**config.mk**
```make
export PLATFORM = sky130hd
export DESIGN_NAME = multicycle_ctrl_flat
export DESIGN_NICKNAME = d
export VERILOG_FILES = /design/src/rtl/multicycle_pkg.sv /design/src/rtl/multicycle_ctrl_if.sv /design/src/rtl/multicycle_ctrl_alu_decoder.sv /design/src/rtl/multicycle_ctrl.sv /design/src/flat_wrapper.sv
export SDC_FILE = /design/constraint.sdc
export NUM_CORES = 1
export LEC_CHECK = 0
export CORE_UTILIZATION = 41
export CTS_CLUSTER_SIZE = 20
export DETAILED_ROUTE_END_ITERATION = 10
export HOLD_SLACK_MARGIN = 0.02
export PLACE_DENSITY_LB_ADDON = 0.15
export SETUP_SLACK_MARGIN = 0.05
export SYNTH_ARGS = -nofsm -noshare
export SYNTH_HDL_FRONTEND = slang
export SYNTH_SLANG_ARGS = --single-unit
```
**constraint.sdc**
```tcl
create_clock -name clk -period 3.6 [get_ports clk]
set_input_delay 1.08 -clock clk [delete_from_list [all_inputs] [get_ports clk]]
set_output_delay 1.08 -clock clk [all_outputs]
set_load 0.03 [all_outputs]
```
**src/rtl/multicycle_pkg.sv**
```systemverilog
// Shared definitions for the multicycle RV32I control FSM.
// Holds the FSM state enum, the supported opcodes, the ALUControl, ALUOp,
// ResultSrc, ALUSrcA, ALUSrcB and ImmSrc encodings, and the ImmSrc decode.
// Ports: none (package).
package multicycle_pkg;

  typedef enum logic [3:0] {
    FETCH    = 4'd0,
    DECODE   = 4'd1,
    MEMADR   = 4'd2,
    MEMREAD  = 4'd3,
    MEMWB    = 4'd4,
    MEMWRITE = 4'd5,
    EXECR    = 4'd6,
    EXECI    = 4'd7,
    ALUWB    = 4'd8,
    BEQ      = 4'd9,
    JAL      = 4'd10
  } state_t;

  localparam logic [6:0] OP_LOAD   = 7'b0000011;
  localparam logic [6:0] OP_STORE  = 7'b0100011;
  localparam logic [6:0] OP_RTYPE  = 7'b0110011;
  localparam logic [6:0] OP_ITYPE  = 7'b0010011;
  localparam logic [6:0] OP_BRANCH = 7'b1100011;
  localparam logic [6:0] OP_JAL    = 7'b1101111;

  localparam logic [2:0] ALU_ADD = 3'b000;
  localparam logic [2:0] ALU_SUB = 3'b001;
  localparam logic [2:0] ALU_AND = 3'b010;
  localparam logic [2:0] ALU_OR  = 3'b011;
  localparam logic [2:0] ALU_SLT = 3'b101;

  localparam logic [1:0] ALUOP_ADD   = 2'b00;
  localparam logic [1:0] ALUOP_SUB   = 2'b01;
  localparam logic [1:0] ALUOP_FUNCT = 2'b10;

  localparam logic [1:0] RES_ALUOUT    = 2'b00;
  localparam logic [1:0] RES_DATA      = 2'b01;
  localparam logic [1:0] RES_ALURESULT = 2'b10;

  localparam logic [1:0] SRCA_PC    = 2'b00;
  localparam logic [1:0] SRCA_OLDPC = 2'b01;
  localparam logic [1:0] SRCA_RS1   = 2'b10;

  localparam logic [1:0] SRCB_RS2  = 2'b00;
  localparam logic [1:0] SRCB_IMM  = 2'b01;
  localparam logic [1:0] SRCB_FOUR = 2'b10;

  localparam logic [1:0] IMM_I = 2'b00;
  localparam logic [1:0] IMM_S = 2'b01;
  localparam logic [1:0] IMM_B = 2'b10;
  localparam logic [1:0] IMM_J = 2'b11;

  // Immediate format selected purely from the opcode; formats without an
  // immediate (R-type, unsupported) fall back to the I encoding.
  function automatic logic [1:0] imm_src(input logic [6:0] op);
    logic [1:0] sel;
    case (op)
      OP_STORE:  sel = IMM_S;
      OP_BRANCH: sel = IMM_B;
      OP_JAL:    sel = IMM_J;
      default:   sel = IMM_I;
    endcase
    return sel;
  endfunction

endpackage

```
**src/rtl/multicycle_ctrl_if.sv**
```systemverilog
// Control/status bundle between the multicycle controller and its datapath.
// master: controller side (consumes IR fields, Zero, mem_ready; drives
//         the datapath controls and illegal_op).
// slave:  datapath side (the mirror image).
// With MULTICYCLE_PERF_EN defined the bundle also carries instr_retired.
interface multicycle_ctrl_if #(
  parameter int CNT_WIDTH = 32
);
  logic [6:0] op;
  logic [2:0] funct3;
  logic       funct7b5;
  logic       Zero;
  logic       mem_ready;
  logic       PCWrite;
  logic       AdrSrc;
  logic       MemWrite;
  logic       IRWrite;
  logic       RegWrite;
  logic [1:0] ResultSrc;
  logic [1:0] ALUSrcA;
  logic [1:0] ALUSrcB;
  logic [2:0] ALUControl;
  logic [1:0] ImmSrc;
  logic       illegal_op;
`ifdef MULTICYCLE_PERF_EN
  logic [CNT_WIDTH-1:0] instr_retired;
`endif

  modport master (
    input  op, funct3, funct7b5, Zero, mem_ready,
    output PCWrite, AdrSrc, MemWrite, IRWrite, RegWrite, ResultSrc,
           ALUSrcA, ALUSrcB, ALUControl, ImmSrc, illegal_op
`ifdef MULTICYCLE_PERF_EN
    , output instr_retired
`endif
  );

  modport slave (
    output op, funct3, funct7b5, Zero, mem_ready,
    input  PCWrite, AdrSrc, MemWrite, IRWrite, RegWrite, ResultSrc,
           ALUSrcA, ALUSrcB, ALUControl, ImmSrc, illegal_op
`ifdef MULTICYCLE_PERF_EN
    , input instr_retired
`endif
  );
endinterface

```
**src/rtl/multicycle_ctrl_alu_decoder.sv**
```systemverilog
// alu_decoder: combinational ALUOp/funct decode to ALUControl.
// Ports: aluop (2), funct3 (3), op5 (IR[5]), funct7b5 (IR[30]) in;
//        alu_control (3) out.
module alu_decoder
  import multicycle_pkg::*;
(
  input  logic [1:0] aluop,
  input  logic [2:0] funct3,
  input  logic       op5,
  input  logic       funct7b5,
  output logic [2:0] alu_control
);

  // ALUOp/funct3 decode; sub only for R-type with funct7[5] set
  always_comb begin
    alu_control = ALU_ADD;
    case (aluop)
      ALUOP_ADD: alu_control = ALU_ADD;
      ALUOP_SUB: alu_control = ALU_SUB;
      ALUOP_FUNCT: begin
        case (funct3)
          3'b000: begin
            if ({op5, funct7b5} == 2'b11) begin
              alu_control = ALU_SUB;
            end else begin
              alu_control = ALU_ADD;
            end
          end
          3'b010:  alu_control = ALU_SLT;
          3'b110:  alu_control = ALU_OR;
          3'b111:  alu_control = ALU_AND;
          default: alu_control = ALU_ADD;
        endcase
      end
      default: alu_control = ALU_ADD;
    endcase
  end

endmodule

```
**src/rtl/multicycle_ctrl.sv**
```systemverilog
// multicycle_ctrl: multicycle RV32I control FSM (fetch/decode/execute/wb).
// Ports: clk, rst (async, active-high); bus (multicycle_ctrl_if.master)
//        carrying op/funct3/funct7b5/Zero/mem_ready in and all datapath
//        controls plus illegal_op out.
// Optional feature: MULTICYCLE_PERF_EN adds bus.instr_retired, a
// CNT_WIDTH-bit wrapping count of completed (non-illegal) instructions.
// Outputs are Moore decodes of the state, except PCWrite (uses Zero),
// FETCH's IRWrite/PCUpdate (wait on mem_ready) and ImmSrc (from op).
module multicycle_ctrl
  import multicycle_pkg::*;
#(
  parameter int CNT_WIDTH = 32
) (
  input  logic clk,
  input  logic rst,
  multicycle_ctrl_if.master bus
);

  state_t     state_r;
  state_t     next_s;
  logic       illegal_s;
  logic       adrsrc_s;
  logic       memwrite_s;
  logic       irwrite_s;
  logic       regwrite_s;
  logic       pcupdate_s;
  logic       branch_s;
  logic [1:0] resultsrc_s;
  logic [1:0] alusrca_s;
  logic [1:0] alusrcb_s;
  logic [1:0] aluop_s;
  logic [2:0] alucontrol_s;

  alu_decoder u_alu_decoder (
    .aluop       (aluop_s),
    .funct3      (bus.funct3),
    .op5         (bus.op[5]),
    .funct7b5    (bus.funct7b5),
    .alu_control (alucontrol_s)
  );

  // State register; reset parks the FSM in FETCH
  always_ff @(posedge clk or posedge rst) begin
    if (rst) begin
      state_r <= FETCH;
    end else begin
      state_r <= next_s;
    end
  end

  // Next-state logic; illegal_op flags an unsupported opcode in DECODE
  always_comb begin
    next_s    = state_r;
    illegal_s = 1'b0;
    case (state_r)
      FETCH: begin
        if (bus.mem_ready) next_s = DECODE;
        else               next_s = FETCH;
      end
      DECODE: begin
        case (bus.op)
          OP_LOAD, OP_STORE: next_s = MEMADR;
          OP_RTYPE:          next_s = EXECR;
          OP_ITYPE:          next_s = EXECI;
          OP_BRANCH:         next_s = BEQ;
          OP_JAL:            next_s = JAL;
          default: begin
            next_s    = FETCH;
            illegal_s = 1'b1;
          end
        endcase
      end
      MEMADR: begin
        if (bus.op[5]) next_s = MEMWRITE;
        else           next_s = MEMREAD;
      end
      MEMREAD: begin
        if (bus.mem_ready) next_s = MEMWB;
        else               next_s = MEMREAD;
      end
      MEMWRITE: begin
        if (bus.mem_ready) next_s = FETCH;
        else               next_s = MEMWRITE;
      end
      MEMWB:   next_s = FETCH;
      EXECR:   next_s = ALUWB;
      EXECI:   next_s = ALUWB;
      ALUWB:   next_s = FETCH;
      BEQ:     next_s = FETCH;
      JAL:     next_s = ALUWB;
      default: next_s = FETCH;
    endcase
  end

  // Per-state control decode, before the reset gate
  always_comb begin
    adrsrc_s    = 1'b0;
    memwrite_s  = 1'b0;
    irwrite_s   = 1'b0;
    regwrite_s  = 1'b0;
    pcupdate_s  = 1'b0;
    branch_s    = 1'b0;
    resultsrc_s = RES_ALUOUT;
    alusrca_s   = SRCA_PC;
    alusrcb_s   = SRCB_RS2;
    aluop_s     = ALUOP_ADD;
    case (state_r)
      FETCH: begin
        // PC+4 is computed every fetch cycle but only latched once ready
        alusrcb_s   = SRCB_FOUR;
        resultsrc_s = RES_ALURESULT;
        irwrite_s   = bus.mem_ready;
        pcupdate_s  = bus.mem_ready;
      end
      DECODE: begin
        // branch/jump target precomputed into ALUOut
        alusrca_s = SRCA_OLDPC;
        alusrcb_s = SRCB_IMM;
      end
      MEMADR: begin
        alusrca_s = SRCA_RS1;
        alusrcb_s = SRCB_IMM;
      end
      MEMREAD: adrsrc_s = 1'b1;
      MEMWB: begin
        resultsrc_s = RES_DATA;
        regwrite_s  = 1'b1;
      end
      MEMWRITE: begin
        adrsrc_s   = 1'b1;
        memwrite_s = 1'b1;
      end
      EXECR: begin
        alusrca_s = SRCA_RS1;
        aluop_s   = ALUOP_FUNCT;
      end
      EXECI: begin
        alusrca_s = SRCA_RS1;
        alusrcb_s = SRCB_IMM;
        aluop_s   = ALUOP_FUNCT;
      end
      ALUWB: regwrite_s = 1'b1;
      BEQ: begin
        alusrca_s = SRCA_RS1;
        aluop_s   = ALUOP_SUB;
        branch_s  = 1'b1;
      end
      JAL: begin
        alusrca_s  = SRCA_OLDPC;
        alusrcb_s  = SRCB_FOUR;
        pcupdate_s = 1'b1;
      end
      default: begin
        adrsrc_s = 1'b0;
      end
    endcase
  end

  // Reset gate: while rst is high every control except ImmSrc reads 0
  always_comb begin
    if (rst) begin
      bus.PCWrite    = 1'b0;
      bus.AdrSrc     = 1'b0;
      bus.MemWrite   = 1'b0;
      bus.IRWrite    = 1'b0;
      bus.RegWrite   = 1'b0;
      bus.ResultSrc  = 2'b00;
      bus.ALUSrcA    = 2'b00;
      bus.ALUSrcB    = 2'b00;
      bus.ALUControl = 3'b000;
      bus.illegal_op = 1'b0;
    end else begin
      bus.PCWrite    = pcupdate_s | (branch_s & bus.Zero);
      bus.AdrSrc     = adrsrc_s;
      bus.MemWrite   = memwrite_s;
      bus.IRWrite    = irwrite_s;
      bus.RegWrite   = regwrite_s;
      bus.ResultSrc  = resultsrc_s;
      bus.ALUSrcA    = alusrca_s;
      bus.ALUSrcB    = alusrcb_s;
      bus.ALUControl = alucontrol_s;
      bus.illegal_op = illegal_s;
    end
  end

  // Immediate format follows the opcode in every state, reset included
  always_comb begin
    bus.ImmSrc = imm_src(bus.op);
  end

`ifdef MULTICYCLE_PERF_EN
  logic [CNT_WIDTH-1:0] retired_r;
  logic                 retire_s;

  // An instruction retires on the edge that returns the FSM to FETCH from
  // a completing state; the DECODE->FETCH path of an illegal op is excluded
  always_comb begin
    retire_s = 1'b0;
    if (next_s == FETCH) begin
      case (state_r)
        MEMWB, MEMWRITE, ALUWB, BEQ: retire_s = 1'b1;
        default:                     retire_s = 1'b0;
      endcase
    end else begin
      retire_s = 1'b0;
    end
  end

  // Retired-instruction counter, wraps naturally at all-ones
  always_ff @(posedge clk or posedge rst) begin
    if (rst) begin
      retired_r <= {CNT_WIDTH{1'b0}};
    end else if (retire_s) begin
      retired_r <= retired_r + {{(CNT_WIDTH-1){1'b0}}, 1'b1};
    end else begin
      retired_r <= retired_r;
    end
  end

  assign bus.instr_retired = retired_r;
`endif

endmodule

```
**src/flat_wrapper.sv**
```systemverilog
// flat-port wrapper written by rule: the top's interface ports become plain ports
module multicycle_ctrl_flat import multicycle_pkg::*;
#(
  parameter int CNT_WIDTH = 32
)
  (clk, rst, bus_op, bus_funct3, bus_funct7b5, bus_Zero, bus_mem_ready, bus_PCWrite, bus_AdrSrc, bus_MemWrite, bus_IRWrite, bus_RegWrite, bus_ResultSrc, bus_ALUSrcA, bus_ALUSrcB, bus_ALUControl, bus_ImmSrc, bus_illegal_op);
  multicycle_ctrl_if #(.CNT_WIDTH(CNT_WIDTH)) bus_i ();
  input  logic clk;
  input  logic rst;
  input wire logic [$bits(bus_i.op)-1:0] bus_op;
  input wire logic [$bits(bus_i.funct3)-1:0] bus_funct3;
  input wire logic [$bits(bus_i.funct7b5)-1:0] bus_funct7b5;
  input wire logic [$bits(bus_i.Zero)-1:0] bus_Zero;
  input wire logic [$bits(bus_i.mem_ready)-1:0] bus_mem_ready;
  output wire logic [$bits(bus_i.PCWrite)-1:0] bus_PCWrite;
  output wire logic [$bits(bus_i.AdrSrc)-1:0] bus_AdrSrc;
  output wire logic [$bits(bus_i.MemWrite)-1:0] bus_MemWrite;
  output wire logic [$bits(bus_i.IRWrite)-1:0] bus_IRWrite;
  output wire logic [$bits(bus_i.RegWrite)-1:0] bus_RegWrite;
  output wire logic [$bits(bus_i.ResultSrc)-1:0] bus_ResultSrc;
  output wire logic [$bits(bus_i.ALUSrcA)-1:0] bus_ALUSrcA;
  output wire logic [$bits(bus_i.ALUSrcB)-1:0] bus_ALUSrcB;
  output wire logic [$bits(bus_i.ALUControl)-1:0] bus_ALUControl;
  output wire logic [$bits(bus_i.ImmSrc)-1:0] bus_ImmSrc;
  output wire logic [$bits(bus_i.illegal_op)-1:0] bus_illegal_op;
  assign bus_i.op = bus_op;
  assign bus_i.funct3 = bus_funct3;
  assign bus_i.funct7b5 = bus_funct7b5;
  assign bus_i.Zero = bus_Zero;
  assign bus_i.mem_ready = bus_mem_ready;
  assign bus_PCWrite = bus_i.PCWrite;
  assign bus_AdrSrc = bus_i.AdrSrc;
  assign bus_MemWrite = bus_i.MemWrite;
  assign bus_IRWrite = bus_i.IRWrite;
  assign bus_RegWrite = bus_i.RegWrite;
  assign bus_ResultSrc = bus_i.ResultSrc;
  assign bus_ALUSrcA = bus_i.ALUSrcA;
  assign bus_ALUSrcB = bus_i.ALUSrcB;
  assign bus_ALUControl = bus_i.ALUControl;
  assign bus_ImmSrc = bus_i.ImmSrc;
  assign bus_illegal_op = bus_i.illegal_op;
  multicycle_ctrl #(.CNT_WIDTH(CNT_WIDTH)) u_core (.clk(clk), .rst(rst), .bus(bus_i));
endmodule
```
==> summary.txt <==
Routing
  – DR DRC count: 0
  – Final WL: 1620 µm
  – Wire per inst: 12.1 µm
  – Final ANT Viol Nets: 0
  – Pre-antenna DRT Iters: 4
  – Vias: 725
  – DRT iter0 DRCs: 5
  – DR vias/cell: 5.41

Die
  – Die Y: 40.6 µm
  – Initial core utilization: 0.453
  – # rows: 13
  – IO Count: 32
  – Total core area: 1350 µm²
  – Die W: 40.6 µm
  – Full die area: 1650 µm²

Setup path
  – Reg2reg end: u_core.state_r[2]$_DFF_PP0_
  – Reg-to-reg slack, setup: 1.74 ns
  – Max Fanout on Critical Path: 6
  – R2r startpoint: u_core.state_r[1]$_DFF_PP0_
  – Crit. End Element: output port
  – Worst Path Arrival: 2.36 ns
  – Worst EP required: 2.52 ns
  – R2R cell count: 4
  – Crit Path Class: in -> out
  – CP startpoint kind: input pin

CTS
  – Root Buffer Master: clkbuf_4
  – Clock Path Buffers: 2
  – Clk_lat worst skew: 0.23 ns
  – CTS Buf Count: 3
  – Htree depth: 1
  – Setup bufs post-CTS: 0
  – TritonCTS clock tree: built
  – Clock Sinks: 4
  – Clock slew at reported path FFs: 0.04 ns
  – CTS Hold Bufs: 0

Logic synthesis
  – Synth top area cells: dfrtp_1, inv_1, nand2_1
  – Cell taking the most area after synthesis: dfrtp_1
  – Mux cell area share after synthesis: 0.0184
  – Sequential element share of the synthesized area: 0.164
  – Number of library cell types mapped by synthesis: 38
  – Main combinational cell family by area after synthesis: simple AND/OR/NAND/NOR gates
  – EDFF count, synth: 0
  – Synth cell count leaders: inv_1, nand2_1, nor2_1
  – Synth Area in Simple Gates: 0.407
  – Adder-Cell Fraction of Synth Area: 0.0409
  – Top_reg_cell synth: dfrtp_1
  – Synth Instances: 85
  – Syn avg cell area: 7.20 µm²
  – Syn Nets: 102
  – XOR/XNOR share of the synthesized area: 0.0716
  – Post-synthesis cell area: 612 µm²
  – Post-synthesis compound-gate area fraction: 0.225
  – Synth warn: 0
  – Share of flip-flops with an asynchronous set or reset: 1.00
  – Synthesis-stage register bit count: 4
  – Share of the synthesized area in the top cell type: 0.164

Timing
  – Unrepaired setup endpoints after global routing: false
  – Final Max Slew Viols: 0
  – # setup viols final: 0
  – Fin crit share: 0.955
  – Slew HR: 0.658
  – Hold Fails Final Rpt: 0
  – Setup TNS Final: 0 ns
  – Slew at the pin closest to its max-slew limit: 0.513 ns
  – Worst Skew: 0.00268 ns
  – Fmax achieved: 0.291 GHz
  – Final critical-path required period: 3.44 ns

Pwr
  – Total power draw: 195 µW
  – Worst IR Drop VDD: 0.152 mV
  – Leak: 0.000453 µW
  – Power per Cell Area: 206 nW/µm²

Cells and area
  – Area of the multi-input gates: 472 µm²
  – Top Registers: u_core.state_r: 4 flops
  – Reg area: 100 µm²
  – Max FFs per register: 4
  – Final nets: 138
  – Share of cells above drive strength 1: 0.277
  – Fill count: 131
  – Most flop-heavy register: u_core.state_r
  – Area grow syn2layout: 54.8%
  – Antenna cells: 0
  – Post-route design area: 947 µm²

Job
  – Max-cap violations: 0

Outcome
  – Status: complete, no violations

Global route
  – Initial antenna violation count: 0
  – Total gr overflow: 0
  – Overall routing resource usage: 0.210
  – Largest net degree at the start of global routing: 17
  – First-pass GRT wire length: 2300 µm
  – Vias in the first global route: 561

Hold path
  – Min-Delay Path Class: reg -> reg
  – Worst Hold Launch: u_core.state_r[3]$_DFF_PP0_
  – WHS Path Cells: 1
  – Hold Path Sink: u_core.state_r[2]$_DFF_PP0_

Placement
  – Placed cell area: 917 µm²
  – Port bufs: 31
  – RePlAce Congestion: 0.902
  – Detailed Place HPWL: 1280 µm
## cell families after synthesis
logic type	count (synthesis)
XOR/XNOR	5
multiplexers	1
AND/OR/NAND/NOR	43
AO/OA/AOI/OAI	18
flip-flops	4
buffers and inverters	12
adder cells (fa/ha/maj)	2
## metal layers
layer	track usage	wire (µm)	part of all wire
met3	0.0326	20	0.012
met2	0.313	837	0.52
met5	0	0	0
met4	0.108	0	0
met1	0.288	763	0.47
## final cells by class
cell class | count | area share
multi-input combinational | 69 | 0.498
clock buffer | 3 | 0.0238
sequential | 4 | 0.106
inverter | 7 | 0.0277
timing repair buffer | 36 | 0.325
tap | 15 | 0.0198
## worst max path at each step
stage                                   to           from  cells past startpoint
after global routing        bus_illegal_op      bus_op[6]                      5
final                       bus_illegal_op      bus_op[6]                      5
after CTS                      bus_PCWrite  bus_mem_ready                      5
after global placement         bus_PCWrite  bus_mem_ready                      5
after detailed placement       bus_PCWrite  bus_mem_ready                      5
after floorplan           bus_ResultSrc[1]            rst                      3
## worst max-delay path, cell delays in order
cell	delay, ns
clkdlybuf4s50_1	0.61
nand3b_1	0.14
nor3_1	0.27
nor4_1	0.09
buf_4	0.18
## through the flow
step	worst slack [ns]	instances	hold slack, ns	util
finish	0.160	134	0.778	0.702
detailed placement	0.0523	131	0.767	0.679
CTS	0.0630	134	0.772	0.696
floorplan	0.0543	85	0.621	-
global route	0.0518	134	0.821	0.702
global placement	0.0835	131	0.767	0.679
## cells in the final DEF (no fill, tap or decap), types with 3 or more instances in the layout
cell type	synthesis	final
xor2_1	3	3
nand2_1	7	7
buf_4	0	22
clkdlybuf4s50_1	0	13
nor3_1	4	3
a21oi_1	3	3
inv_1	7	7
clkbuf_4	0	3
nor4_1	4	4
dfrtp_1	4	4
nor2b_1	3	3
nor2_1	6	6
nor3b_1	3	3
## where the power goes
part           internal (µW)  switching, µW  leakage [µW]
sequential              47.2           3.30     0.0000538
combinational           44.0           47.8      0.000385
clock                   37.1           15.6     0.0000138
total                    128           66.7      0.000453
## timing repair
item                                    in CTS  in global routing
gates resized for setup                      0                  2
endpoints found under the hold margin        0                  0
pin swaps                                    1                  0
endpoints found under the setup margin       1                  2
Power figures use the tool's default switching activity.
